## src/rtl/sc_mult_sequencer.sv

```systemverilog
// sc_mult_sequencer
// Round-robin arbiter and sequencer for a shared bipolar stochastic-multiplier
// datapath. Grants one of two requesters, loads and runs the datapath for
// WINDOW bit-cycles, counts the returned ones with the pipeline skew removed,
// and presents the count to a valid/ready consumer.
module sc_mult_sequencer #(
    parameter int          WINDOW = 256,
    parameter int          DP_LAT = 2,
    parameter logic [30:0] SEED_A = 31'd1,
    parameter logic [30:0] SEED_B = 31'd2,
    localparam int         CW     = $clog2(WINDOW) + 1
) (
    input  logic          clk,
    input  logic          rst_n,
    input  logic          req0_valid,
    input  logic [7:0]    req0_prob,
    output logic          req0_ready,
    input  logic          req1_valid,
    input  logic [7:0]    req1_prob,
    output logic          req1_ready,
    output logic          res_valid,
    input  logic          res_ready,
    output logic [CW-1:0] res_count,
    output logic          res_id,
    output logic          dp_load,
    output logic [30:0]   dp_seed_a,
    output logic [30:0]   dp_seed_b,
    output logic [7:0]    dp_prob,
    output logic          dp_run,
    input  logic          dp_sn_bit,
    output logic          busy
);

    localparam int               RCW        = $clog2(WINDOW);
    localparam logic [RCW-1:0]   RUN_LAST   = RCW'(WINDOW - 1);
    localparam logic [2:0]       DRAIN_LAST = 3'(DP_LAT - 1);

    typedef enum logic [2:0] {
        IDLE,
        LOAD,
        RUN,
        DRAIN,
        DONE
    } state_t;

    state_t            state;
    state_t            next_state;
    logic [RCW-1:0]    run_cnt;
    logic [2:0]        drain_cnt;
    logic [CW-1:0]     count;
    logic [DP_LAT-1:0] sample_pipe;
    logic              last_grant;
    logic              accept;
    logic              grant_id;

    assign dp_seed_a = SEED_A;
    assign dp_seed_b = SEED_B;
    assign res_count = count;
    assign busy      = (state != IDLE);

    // State register; reset forces the sequence back to IDLE from anywhere.
    always_ff @(posedge clk) begin
        if (rst_n) begin
            state <= IDLE;
        end else begin
            state <= next_state;
        end
    end

    // Next-state and output decode, including the round-robin grant in IDLE.
    always_comb begin
        next_state = state;
        req0_ready = 1'b0;
        req1_ready = 1'b0;
        dp_load    = 1'b0;
        dp_run     = 1'b0;
        res_valid  = 1'b0;
        accept     = 1'b0;
        grant_id   = 1'b0;
        case (state)
            IDLE: begin
                if (req0_valid && (!req1_valid || last_grant)) begin
                    req0_ready = 1'b1;
                    accept     = 1'b1;
                    grant_id   = 1'b0;
                end else if (req1_valid) begin
                    req1_ready = 1'b1;
                    accept     = 1'b1;
                    grant_id   = 1'b1;
                end
                if (accept) begin
                    next_state = LOAD;
                end
            end
            LOAD: begin
                dp_load    = 1'b1;
                next_state = RUN;
            end
            RUN: begin
                dp_run = 1'b1;
                if (run_cnt == RUN_LAST) begin
                    next_state = DRAIN;
                end
            end
            DRAIN: begin
                if (drain_cnt == DRAIN_LAST) begin
                    next_state = DONE;
                end
            end
            DONE: begin
                res_valid = 1'b1;
                if (res_ready) begin
                    next_state = IDLE;
                end
            end
            default: begin
                next_state = IDLE;
            end
        endcase
    end

    // Delay dp_run by the datapath latency so each returned bit lines up with its run cycle.
    always_ff @(posedge clk) begin
        if (rst_n) begin
            sample_pipe <= '0;
        end else begin
            sample_pipe[0] <= dp_run;
            for (int i = 1; i < DP_LAT; i++) begin
                sample_pipe[i] <= sample_pipe[i-1];
            end
        end
    end

    // Operand capture, run/drain counters, ones counter and round-robin history.
    always_ff @(posedge clk) begin
        if (rst_n) begin
            count      <= '0;
            run_cnt    <= '0;
            drain_cnt  <= '0;
            res_id     <= 1'b0;
            dp_prob    <= '0;
            last_grant <= 1'b1;
        end else begin
            if (sample_pipe[DP_LAT-1] && dp_sn_bit) begin
                count <= count + CW'(1);
            end
            case (state)
                IDLE: begin
                    if (accept) begin
                        dp_prob <= grant_id ? req1_prob : req0_prob;
                        res_id  <= grant_id;
                    end
                end
                LOAD: begin
                    count     <= '0;
                    run_cnt   <= '0;
                    drain_cnt <= '0;
                end
                RUN: begin
                    run_cnt <= run_cnt + RCW'(1);
                end
                DRAIN: begin
                    drain_cnt <= drain_cnt + 3'd1;
                end
                DONE: begin
                    if (res_ready) begin
                        last_grant <= res_id;
                    end
                end
                default: begin
                end
            endcase
        end
    end

endmodule

```

## config.mk

```make
export PLATFORM = sky130hd
export DESIGN_NAME = sc_mult_sequencer
export DESIGN_NICKNAME = d
export VERILOG_FILES = /design/src/rtl/sc_mult_sequencer.sv
export SDC_FILE = /design/constraint.sdc
export NUM_CORES = 1
export LEC_CHECK = 0
export BUFFER_PORTS_ARGS = -buffer_cell sky130_fd_sc_hd__buf_2
export CAP_MARGIN = 30
export CORE_ASPECT_RATIO = 0.5
export CORE_MARGIN = 2
export CORE_UTILIZATION = 46
export DETAILED_ROUTE_END_ITERATION = 16
export GPL_TIMING_DRIVEN = 0
export PLACE_DENSITY_LB_ADDON = 0.08
export SLEW_MARGIN = 5
export SYNTH_ARGS = -nofsm -noshare
export SYNTH_HDL_FRONTEND = slang
export SYNTH_SLANG_ARGS = --single-unit
```

## constraint.sdc

```tcl
create_clock -name clk -period 1.8 [get_ports clk]
set_input_delay 0.09 -clock clk [delete_from_list [all_inputs] [get_ports clk]]
set_output_delay 0.09 -clock clk [all_outputs]
set_load 0.1 [all_outputs]
```

# Word level (Yosys, flattened, before mapping)
# Index checks and enable logic that the tools add are counted.
# Widths: inputs -> output; s select.
[classes]
add_sub_neg = 3
n_mul = 0
div = 0
order_cmp = 0
eq_ne = 10
n_shift = 0
n_mux = 19
bitwise_logic = 0
n_reduce_logical = 12
[ops]
columns = ["operator", "count"]
rows = [
  ["$pmux 8 s2", 1],
  ["$pmux 3 s5", 1],
  ["$mux 3", 4],
  ["$mux 1", 11],
  ["$add 9x1->9 const B", 1],
  ["$add 8x1->8 const B", 1],
  ["$eq 8x8->1 const B", 1],
  ["$mux 8", 1],
  ["$ne 2x2->1 const B", 4],
  ["$eq 3x1->1 const B", 2],
  ["$eq 3x2->1 const B", 2],
  ["$pmux 3 s2", 1],
  ["$reduce_and 2->1", 2],
  ["$reduce_and 4->1", 1],
  ["$reduce_bool 2->1", 2],
  ["$add 3x1->3 const B", 1],
  ["$eq 3x3->1 const B", 1],
  ["$logic_not 3->1", 1],
  ["$reduce_bool 3->1", 1],
  ["$logic_and 1x1->1", 2],
  ["$reduce_or 2->1", 1],
  ["$logic_not 1->1", 1],
  ["$logic_or 1x1->1", 1],
]
[totals]
register_bits = 35
latch_bits = 0
mem_bits_rw = 0
romBits = 0
in_bits = 22
out_inout_bits = 86
word_cells = 52
memories = 0

# Longest topological paths before layout
# Gate-level depths: netlist of run 1.
[logic_depth]
word_depth = 7
depth_mapped = 6

# Least setup slack after synthesis of run 1
# Ideal clock, no wire load.
[synth_path]
path_kind = "flip-flop to flip-flop"
from = "register state[1]"
to = "register state[2]"
t_arrival_ns = 2.973
required_time_ns = 1.726
slack_ns = -1.247
stages_incl_launch_ff = 5
n_path_buf = 1
synth_period_minus_slack_ns = 3.047
path_cell_list = "dfxtp_1 -> buf_4 -> nor3b_1 -> nand2b_1 -> a21oi_1"
[synth_via]
elab_chain_len = 3
word_cells_on_any_way = 11
cone_classes = "eq/ne: 8; mux: 1; reduce/logical: 2"
[synth_rtl]
columns = ["item", "line", "text"]
rows = [
  ["from (decl)", "46", "state_t state;"],
  ["from (signal assigned)", "66", "state <= next_state;"],
  ["$eq 3x2->1 (tied with other cells)", "80", "case (state)"],
  ["$ne 2x2->1 (no source line)", "--", ""],
  ["$reduce_and 4->1 (no source line)", "--", ""],
]
# Parallel ways exist; a longest one is shown, timed or not.
# A chain may end at the register's enable or synchronous reset.

# Final worst setup path of run 1
[layout_path]
from = "register state[1]"
to = "register run_cnt[6]"
[layout_via]
elab_chain_len = 2
word_cells_on_any_way = 4
cone_classes = "eq/ne: 2; mux: 1; reduce/logical: 1"
[layout_rtl]
columns = ["item", "line", "text"]
rows = [
  ["$eq 3x2->1 or $eq 3x1->1 (tied branches)", "147", "case (state)"],
  ["$pmux 8 s2 or $reduce_bool 2->1 (tied branches)", "--", ""],
  ["to (signal assigned)", "160", "run_cnt <= run_cnt + RCW'(1);"],
  ["to (decl)", "48", "logic [RCW-1:0] run_cnt;"],
]
# Parallel ways exist; a longest one is shown, timed or not.

==> run_results.csv, run 1 <==
group,metric,value,unit
synthesis,synth_seq_cells,35,
cts,cts_resized,8,
synthesis,synthXorXnorAreaFrac,0.0166,
critical_path,regToRegStartpoint,"state[1]$_SDFFE_PP0P_",
synthesis,syn_inst,256,
synthesis,synth_top_area_share,0.332,
cells_and_area,fin_nets,391,
synthesis,yosys.area_share.simple,0.189,
grt,antenna_found_initial,0,
route,avgRoutedWirePerCell,10.5,um
power_and_ir_drop,p_per_area,1020,mW/mm^2
die,core.rowCount,17,
placed_design,port_buffers,44,
synthesis,synth_commonest_cells,"63 x buf_4, 35 x dfxtp_1, 15 x inv_1, 15 x nor2_1, 14 x a21oi_1",
timing,clock.fmax,583,MHz
timing,finalCritPeriodShare,0.953,
critical_path,path_class,"flop to flop",
placed_design,globalplace.congestion,0.735,
cts,clockBufferDepth,2,
synthesis,yosysTopAreaCell,"dfxtp_1",
die,start_util,0.480,
grt,grt_pass1_wl,6970,um
placed_design,dp_hpwl,3380,um
timing,rsz0062_at_grt,"false",
synthesis,synth_top_family_by_area,"buffers and inverters",
power_and_ir_drop,switching_share,0.497,
critical_path,setup.worst_path.start_class,"flop",
cts,h-tree-depth,2,
critical_path,path_cells,"buf_4, or3b_1, buf_6, or4_1, a31oi_1",
critical_path,cp_data_arrival_time,1.93,ns
cells_and_area,diodes,0,
worst_hold_path,holdPathEnd,"state[2]$_SDFFE_PP0P_",
power_and_ir_drop,p_clk_frac,0.223,
die,ios,108,
cts,cts_tree,"done",
power_and_ir_drop,power_frac_comb,0.476,
synthesis,yosys-top-cells-area,"dfxtp_1 33%, buf_4 22%, a21oi_1 3.3%",
route,drt-total-wl,4450,um
cts,cts_root_buf,"clkbuf_8",
critical_path,worstPathRequired,2.02,ns
flow_run,maxCapViolations,0,
die,die_h,51.9,um
synthesis,async_flop_share,0,
timing,hold_slack,0.0727,ns
synthesis,yosysWarnings,0,
timing,clock-skew-final,0.00556,ns
grt,grt_remaining_overflow,0,
timing,fin_crit,1.72,ns
route,vias,1915,
synthesis,synth_most_common_cell,"buf_4",
synthesis,synth_edf_count,0,
route,drc,0,
synthesis,synth_adder_area_share,0.0237,
power_and_ir_drop,power.net_switching,1.41,mW
die,coreArea,0.00440,mm^2
timing,final.setup.tns,0,ns
critical_path,reg2reg_slack,0.08,ns
synthesis,syn_area_per_cell,8.25,um^2
synthesis,syn_area,0.00211,mm^2
cts,cts_hold_buf,0,
synthesis,seq_area_frac_synth,0.332,
critical_path,cp-end-kind,"flop",
critical_path,r2r-end,"run_cnt[6]$_SDFFE_PP0P_",
critical_path,critPathMaxStageDelay,0.49,ns
power_and_ir_drop,seqPwrFrac,0.301,
cts,cts_inserted_buffers,5,
cells_and_area,area.growth.synth_to_final,31.5,%
synthesis,synth_cell_types,43,
critical_path,rr_worst_depth,5,
cts,clkTransAtPathRegs,0.07,ns
grt,grt_max_degree,11,
route,via_per_inst,4.53,
timing,drv_slew,0,
die,die_x,99.8,um
grt,grtUsageTotal,0.173,
critical_path,slowest_stage,"or4_1",
timing,worst_pin_slew,0.602,ns
worst_hold_path,hold_class,"input port to flop",
power_and_ir_drop,ir_drop,0.621,mV
cells_and_area,layout-drive-gt1-share,0.366,
synthesis,synthMuxAreaShare,0.0142,
timing,timing.final.hold_violations,0,
power_and_ir_drop,power_leakage,1.36,nW
timing,setup_viol_count_final,0,
grt,first_global_vias,1622,
route,drt-initial-drc-count,64,
power_and_ir_drop,p_int,1.42,mW
worst_hold_path,holdPathStages,3,
timing,slew_headroom,0.596,
route,ant_nets,0,
route,dr.pass1.iters,4,
synthesis,synth-main-ff-cell,"dfxtp_1",
die,die_area,0.00518,mm^2
cts,numClockSinks,35,
run_status,status,"complete, no violations",
cts,insertion_delay,0.29,ns
synthesis,synth-compound-area-share,0.149,
worst_hold_path,hp-start,"res_ready",
cts,cts_setup_buffers,0,
critical_path,crit_path_max_fanout,9,
[stage by stage]
| step | setup WS, ns | cell area, um^2 | std cells | total power, mW | utilization |
|---|---|---|---|---|---|
| 6_report | 0.0849 | 2780 | 423 | 2.83 | 0.631 |
| 5_1_grt | 0.0170 | 2780 | 423 | 2.93 | 0.631 |
| 4_1_cts | 0.00189 | 2760 | 425 | 2.83 | 0.627 |
| 3_5_place_dp | 0.0527 | 2640 | 417 | 2.18 | 0.600 |
| 3_3_place_gp | 0.0665 | 2640 | 417 | 2.17 | 0.600 |
| 2_1_floorplan | -0.201 | 2350 | 316 | 2.06 | - |
[layout by cell type, fill, tap and decap left out, types with 8 or more instances in the layout]
master   count
a21oi_1     14
inv_1       15
nand2_1     11
buf_2       41
nor2_1      15
buf_4       64
conb_1      62
a31oi_1     11
dfxtp_2      8
dfxtp_1     27
o32ai_1      8
nand3_1      9
[flip-flops by register name, summed over array words and instances (netlist names)]
register,cells
res_id,1
dp_prob,8
state,3
sample_pipe,2
drain_cnt,3
res_count,9
run_cnt,8
last_grant,1
[area by class of cell]
class                           instances  area [um^2]
Buffer                                 70          510
Clock buffer                            8          100
Fill cell                             433         1630
Inverter                               16         61.3
Multi-Input combinational cell        193         1080
Sequential cell                        35          711
Tap cell                               57         71.3
Timing Repair Buffer                   44          245
[critical path, delay by kind of cell (launching register included)]
kind / cells / cell delay, ns
flops: 1 / 0.31
compound gates: 1 / 0.16
buf+inv: 2 / 0.31
simple gates: 2 / 0.86
[routing by layer]
layer	up-vias	track usage	wire length [um]
li1	980	-	-
met1	842	0.211	2070
met2	87	0.285	1850
met3	6	0.0672	473
met4	0	0.0548	61
met5	-	0	0
[logic make-up after synthesis]
group / count (synthesis)
buf+inv: 88
other cells: 2
mux: 3
simple gates: 72
flops: 35
compound gates: 48
xor+xnor: 4
fa+ha+maj: 4
[power groups by stage]
| stage | Combinational [mW] | Clock [mW] | Sequential [mW] |
|---|---|---|---|
| finish | 1.35 | 0.632 | 0.852 |
| detailed placement | 1.31 | 0 | 0.867 |
| global route | 1.40 | 0.674 | 0.857 |
| CTS | 1.33 | 0.648 | 0.851 |
| global placement | 1.31 | 0 | 0.865 |
| floorplan | 1.01 | 0 | 1.05 |
[worst max-delay path by stage]
stage | from | endpoint | depth (start not counted)
3_3_place_gp | state[0]$_SDFFE_PP0P_ | drain_cnt[0]$_SDFFE_PP0P_ | 5
4_1_cts | state[1]$_SDFFE_PP0P_ | dp_load | 5
5_1_grt | state[1]$_SDFFE_PP0P_ | run_cnt[6]$_SDFFE_PP0P_ | 5
2_1_floorplan | state[1]$_SDFFE_PP0P_ | dp_prob[0]$_SDFFE_PP0P_ | 6
3_5_place_dp | state[0]$_SDFFE_PP0P_ | res_count[2]$_SDFFE_PP0P_ | 5
6_report | state[1]$_SDFFE_PP0P_ | run_cnt[6]$_SDFFE_PP0P_ | 5
Power figures use the tool's default switching activity.
==> run 2, diff against run 1 <==
- BUFFER_PORTS_ARGS: -buffer_cell sky130_fd_sc_hd__buf_2 -> -buffer_cell sky130_fd_sc_hd__buf_4
- SKIP_LAST_GASP: unset -> 1
==> run 2 against run 1 <==
Count of clock-buffer cells in the layout is the same. First-iteration DRC count shrank 1.6%. Sequential power is essentially flat. Critical path depth is the same. Core utilization grew 2.6 points. Clock power shrank 1%. Worst setup slack lost 0.0044 ns. Largest cell class unchanged. Highest routed layer is now met3.
==> run_results.csv, run 2 (synthesis gave the netlist of run 1 again) <==
group,metric,value,unit
grt,antenna_found_initial,0,
critical_path,setup.worst_path.start_class,"flop",
cells_and_area,fin_nets,393,
power_and_ir_drop,p_per_area,989,mW/mm^2
power_and_ir_drop,power.net_switching,1.40,mW
critical_path,r2r-end,"run_cnt[6]$_SDFFE_PP0P_",
timing,finalCritPeriodShare,0.955,
cts,numClockSinks,35,
critical_path,path_cells,"buf_6, or3b_1, buf_6, clkinv_2, buf_4",
timing,clock.fmax,582,MHz
cts,clkTransAtPathRegs,0.07,ns
placed_design,dpl_cell_area,0.00275,mm^2
cts,insertion_delay,0.28,ns
cells_and_area,largest_reg_flops,9,
power_and_ir_drop,ir_drop,0.518,mV
power_and_ir_drop,p_int,1.46,mW
timing,fin_crit,1.72,ns
critical_path,slowest_stage,"or3b_1",
critical_path,path_class,"flop to output pin",
route,avgRoutedWirePerCell,10.3,um
die,start_util,0.480,
critical_path,regToRegStartpoint,"state[1]$_SDFFE_PP0P_",
worst_hold_path,holdPathStages,3,
cells_and_area,design_area,0.00289,mm^2
placed_design,dp_cells,417,
worst_hold_path,hold_class,"input port to flop",
timing,clock-skew-final,0.00483,ns
cells_and_area,layout-drive-gt1-share,0.370,
cells_and_area,diodes,0,
timing,worst_pin_slew,0.621,ns
timing,rsz0062_at_grt,"false",
timing,timing.final.hold_violations,0,
critical_path,cp-end-kind,"output pin",
worst_hold_path,hp-start,"res_ready",
placed_design,dp_hpwl,3380,um
critical_path,cp_common_cell,"buf_6",
die,die_h,51.9,um
timing,slew_headroom,0.583,
critical_path,rr_worst_depth,5,
cts,cts_root_buf,"clkbuf_8",
route,via_per_inst,4.51,
route,ant_nets,0,
critical_path,reg2reg_slack,0.10,ns
die,die_area,0.00518,mm^2
power_and_ir_drop,seqPwrFrac,0.298,
critical_path,worstPathRequired,1.71,ns
cells_and_area,final_cell_mix,"106 x buf_4, 62 x conb_1, 27 x dfxtp_1",
cts,cts_inserted_buffers,5,
grt,grt_max_degree,11,
power_and_ir_drop,p_clk_frac,0.218,
cells_and_area,fin_cells,425,
critical_path,crit_path_max_fanout,9,
cells_and_area,layout_commonest_cell,"buf_4",
route,vias,1916,
worst_hold_path,holdPathEnd,"state[2]$_SDFFE_PP0P_",
die,coreArea,0.00440,mm^2
power_and_ir_drop,power_leakage,1.39,nW
placed_design,globalplace.congestion,0.770,
flow_run,maxCapViolations,0,
timing,drv_slew,0,
grt,first_global_vias,1664,
route,drc,0,
die,core.rowCount,17,
route,dr.pass1.iters,4,
cts,cts_tree,"done",
cts,clockBufferDepth,2,
grt,grtUsageTotal,0.166,
power_and_ir_drop,switching_share,0.490,
die,die_x,99.8,um
route,drt-initial-drc-count,63,
cells_and_area,fin_util,0.657,
route,drt-total-wl,4370,um
grt,grt_pass1_wl,6960,um
power_and_ir_drop,power_frac_comb,0.483,
die,ios,108,
cts,cts_hold_buf,0,
cts,h-tree-depth,2,
cells_and_area,area.growth.synth_to_final,37.0,%
run_status,status,"complete, no violations",
grt,grt_remaining_overflow,0,
placed_design,port_buffers,44,
critical_path,critPathMaxStageDelay,0.36,ns
critical_path,cp_data_arrival_time,1.63,ns
timing,setup_viol_count_final,0,
run 2: cell types whose count changed in the layout (fill, tap and decap cells not counted), sizes merged:
cell / change
buf: +2
run 2: timing repair:
action,CTS,global route
gates cloned,0,0
setup buffers,0,2
pin swaps,0,1
resized for setup,2,6
setup endpoints to repair,2,22
run 2: power by group through the flow:
| stage | sequential (mW) | clock [mW] | combinational, mW |
|---|---|---|---|
| finish | 0.854 | 0.624 | 1.38 |
| global route | 0.859 | 0.670 | 1.44 |
| CTS | 0.851 | 0.639 | 1.36 |
| detailed placement | 0.867 | 0 | 1.35 |
| global placement | 0.867 | 0 | 1.35 |
| floorplan | 1.05 | 0 | 1.01 |
run 2: final cells by class:
type | count | area, um^2
plain buffers | 70 | 513
inverters | 16 | 61.3
clock buffers | 8 | 100
well taps | 57 | 71.3
repair buffers | 46 | 353
multi-input cells | 193 | 1080
flip-flops and latches | 35 | 711
fillers | 371 | 1510
run 2: per-stage QoR:
step,setup WS [ns],TNS [ns],hold slack (ns),total power [mW]
floorplan,-0.201,-1.80,0.239,2.06
global placement,0.0579,0,0.372,2.22
detailed placement,0.0346,0,0.379,2.22
CTS,-0.0890,-0.0890,0.0792,2.85
global route,0.00233,0,0.110,2.97
finish,0.0805,0,0.0823,2.86
run 2: per-layer routing:
layer	track usage	wire [um]	up-vias
met5	0	0	-
met3	0.0551	448	0
li1	-	-	986
met4	0.0411	0	0
met2	0.295	2000	88
met1	0.198	1930	842
run 2: worst max-delay path by stage:
stage / from / end / cells after the start
after detailed placement: state[0]$_SDFFE_PP0P_ / res_count[2]$_SDFFE_PP0P_ / 5
after floorplan: state[1]$_SDFFE_PP0P_ / dp_prob[0]$_SDFFE_PP0P_ / 6
after global routing: state[1]$_SDFFE_PP0P_ / run_cnt[6]$_SDFFE_PP0P_ / 5
after global placement: state[0]$_SDFFE_PP0P_ / res_count[2]$_SDFFE_PP0P_ / 5
final: state[1]$_SDFFE_PP0P_ / dp_run / 5
after CTS: state[0]$_SDFFE_PP0P_ / dp_load / 4
run 2: critical path, delay by kind of cell (launching register included):
family / cells / cell delay, ns
buffers and inverters: 4 / 0.67
AND/OR/NAND/NOR: 1 / 0.36
flip-flops: 1 / 0.33
==> run 3, diff against run 2 <==
- PLACE_DENSITY: unset -> 0.87
- PLACE_DENSITY_LB_ADDON: 0.08 -> unset
==> run 3 against run 2 <==
Combinational power hardly changed. Critical path type unchanged. Critical path depth is 1 lower. Critical endpoint is now dp_load. Register-to-register slack worse by 0.02 ns. Global-route usage is 0.97 points higher. Largest cell class unchanged. Highest routed layer is now met4.
==> run_results.csv, run 3 (synthesis gave the netlist of run 1 again) <==
group,metric,value,unit
placed_design,globalplace.congestion,0.893,
die,die_area,0.00518,mm^2
timing,clock-skew-final,0.00815,ns
cts,cts_tree,"done",
timing,drv_slew,0,
route,drc,0,
critical_path,path_class,"flop to output pin",
placed_design,post-place-ws,0.0337,ns
timing,fin_crit,1.75,ns
cts,clkTransAtPathRegs,0.08,ns
cts,cts_setup_buffers,0,
cts,h-tree-depth,2,
power_and_ir_drop,p_int,1.37,mW
route,drt-total-wl,4680,um
power_and_ir_drop,p_per_area,980,mW/mm^2
cts,numClockSinks,35,
route,dr.pass1.iters,4,
placed_design,port_buffers,44,
critical_path,worstPathRequired,1.71,ns
power_and_ir_drop,power_frac_comb,0.493,
route,vias,1949,
timing,setup_viol_count_final,0,
die,coreArea,0.00440,mm^2
critical_path,cp_data_arrival_time,1.66,ns
timing,hold_slack,0.0884,ns
cts,insertion_delay,0.29,ns
route,via_per_inst,4.62,
critical_path,cpLargestDelayFamily,"simple AND/OR/NAND/NOR gates",
die,core.rowCount,17,
critical_path,critPathMaxStageDelay,0.57,ns
power_and_ir_drop,switching_share,0.509,
grt,antenna_found_initial,0,
timing,rsz0062_at_grt,"true",
cells_and_area,diodes,0,
critical_path,crit_buf_inv,3,
timing,slew_headroom,0.566,
timing,setup_ws,0.0494,ns
grt,grtUsageTotal,0.176,
cells_and_area,layout-drive-gt1-share,0.364,
grt,grt_pass1_wl,7140,um
timing,timing.final.hold_violations,0,
route,avgRoutedWirePerCell,11.1,um
die,die_x,99.8,um
cells_and_area,fillerInstances,380,
die,die_h,51.9,um
cells_and_area,largest_reg_flops,9,
power_and_ir_drop,power.net_switching,1.42,mW
cells_and_area,fin_nets,390,
cts,cts_root_buf,"clkbuf_8",
cells_and_area,fin_cells,422,
timing,clock.fmax,571,MHz
cells_and_area,final_cell_mix,"104 x buf_4, 62 x conb_1, 27 x dfxtp_1",
flow_run,maxCapViolations,0,
grt,grt_max_degree,12,
cts,cts_resized,2,
power_and_ir_drop,power_leakage,1.36,nW
timing,finalCritPeriodShare,0.973,
placed_design,dp_hpwl,3650,um
cts,cts_inserted_buffers,5,
critical_path,setup.worst_path.start_class,"flop",
grt,grt_remaining_overflow,0,
power_and_ir_drop,p_total,2.80,mW
grt,first_global_vias,1694,
cts,clockBufferDepth,2,
cts,cts_hold_buf,0,
cells_and_area,design_area,0.00285,mm^2
die,start_util,0.480,
critical_path,slowest_stage,"or3b_2",
die,ios,108,
cells_and_area,layout_commonest_cell,"buf_4",
placed_design,dpl_cell_area,0.00275,mm^2
critical_path,cp-end-kind,"output pin",
timing,final.setup.tns,0,ns
worst_hold_path,hold_class,"input port to flop",
run_status,status,"complete, no violations",
critical_path,crit_path_max_fanout,10,
route,ant_nets,0,
route,drt-initial-drc-count,56,
power_and_ir_drop,ir_drop,0.560,mV
cells_and_area,area.growth.synth_to_final,35.1,%
timing,worst_pin_slew,0.649,ns
cells_and_area,fin_util,0.648,
power_and_ir_drop,seqPwrFrac,0.305,
placed_design,dp_cells,417,
power_and_ir_drop,p_clk_frac,0.202,
critical_path,path_cells,"buf_4, or3b_2, inv_1, buf_6",
[run 3: worst register-to-register path, stage by stage, from the launching register on]
cell and delay, ns:
dfxtp_1 0.32, buf_4 0.16, or3b_1 0.37, buf_6 0.15, or4_1 0.50, a31oi_1 0.16
[run 3: power by group through the flow]
stage	Combinational (mW)	Sequential, mW	Clock [mW]
finish	1.38	0.854	0.564
global route	1.43	0.859	0.618
CTS	1.36	0.851	0.573
detailed placement	1.36	0.868	0
global placement	1.34	0.866	0
floorplan	1.01	1.05	0
[run 3: cell type report]
| type | count | area (um^2) | share of cell area |
|---|---|---|---|
| clock buffers | 6 | 72.6 | 0.0254 |
| plain buffers | 69 | 505 | 0.177 |
| repair buffers | 44 | 342 | 0.120 |
| inverters | 16 | 61.3 | 0.0215 |
| clock inverters | 2 | 12.5 | 0.00439 |
| well taps | 57 | 71.3 | 0.0250 |
| multi-input cells | 193 | 1080 | 0.378 |
| flip-flops and latches | 35 | 711 | 0.249 |
[run 3: final timing paths]
kind	slack, ns	start	depth (start not counted)	to
setup reg to reg	0.08	state[1]$_SDFFE_PP0P_	5	run_cnt[6]$_SDFFE_PP0P_
hold / removal	0.09	res_ready	3	state[2]$_SDFFE_PP0P_
setup / recovery	0.05	state[1]$_SDFFE_PP0P_	4	dp_load
hold reg to reg	0.46	sample_pipe[0]$_SDFF_PP0_	1	sample_pipe[1]$_SDFF_PP0_
[run 3: per-layer routing]
metal / GRT usage / up-vias / part of all wire
met2: 0.306 / 88 / 0.47
met4: 0.0753 / 0 / 0.015
li1: - / 983 / -
met5: 0 / - / 0
met3: 0.0632 / 8 / 0.082
met1: 0.199 / 870 / 0.43
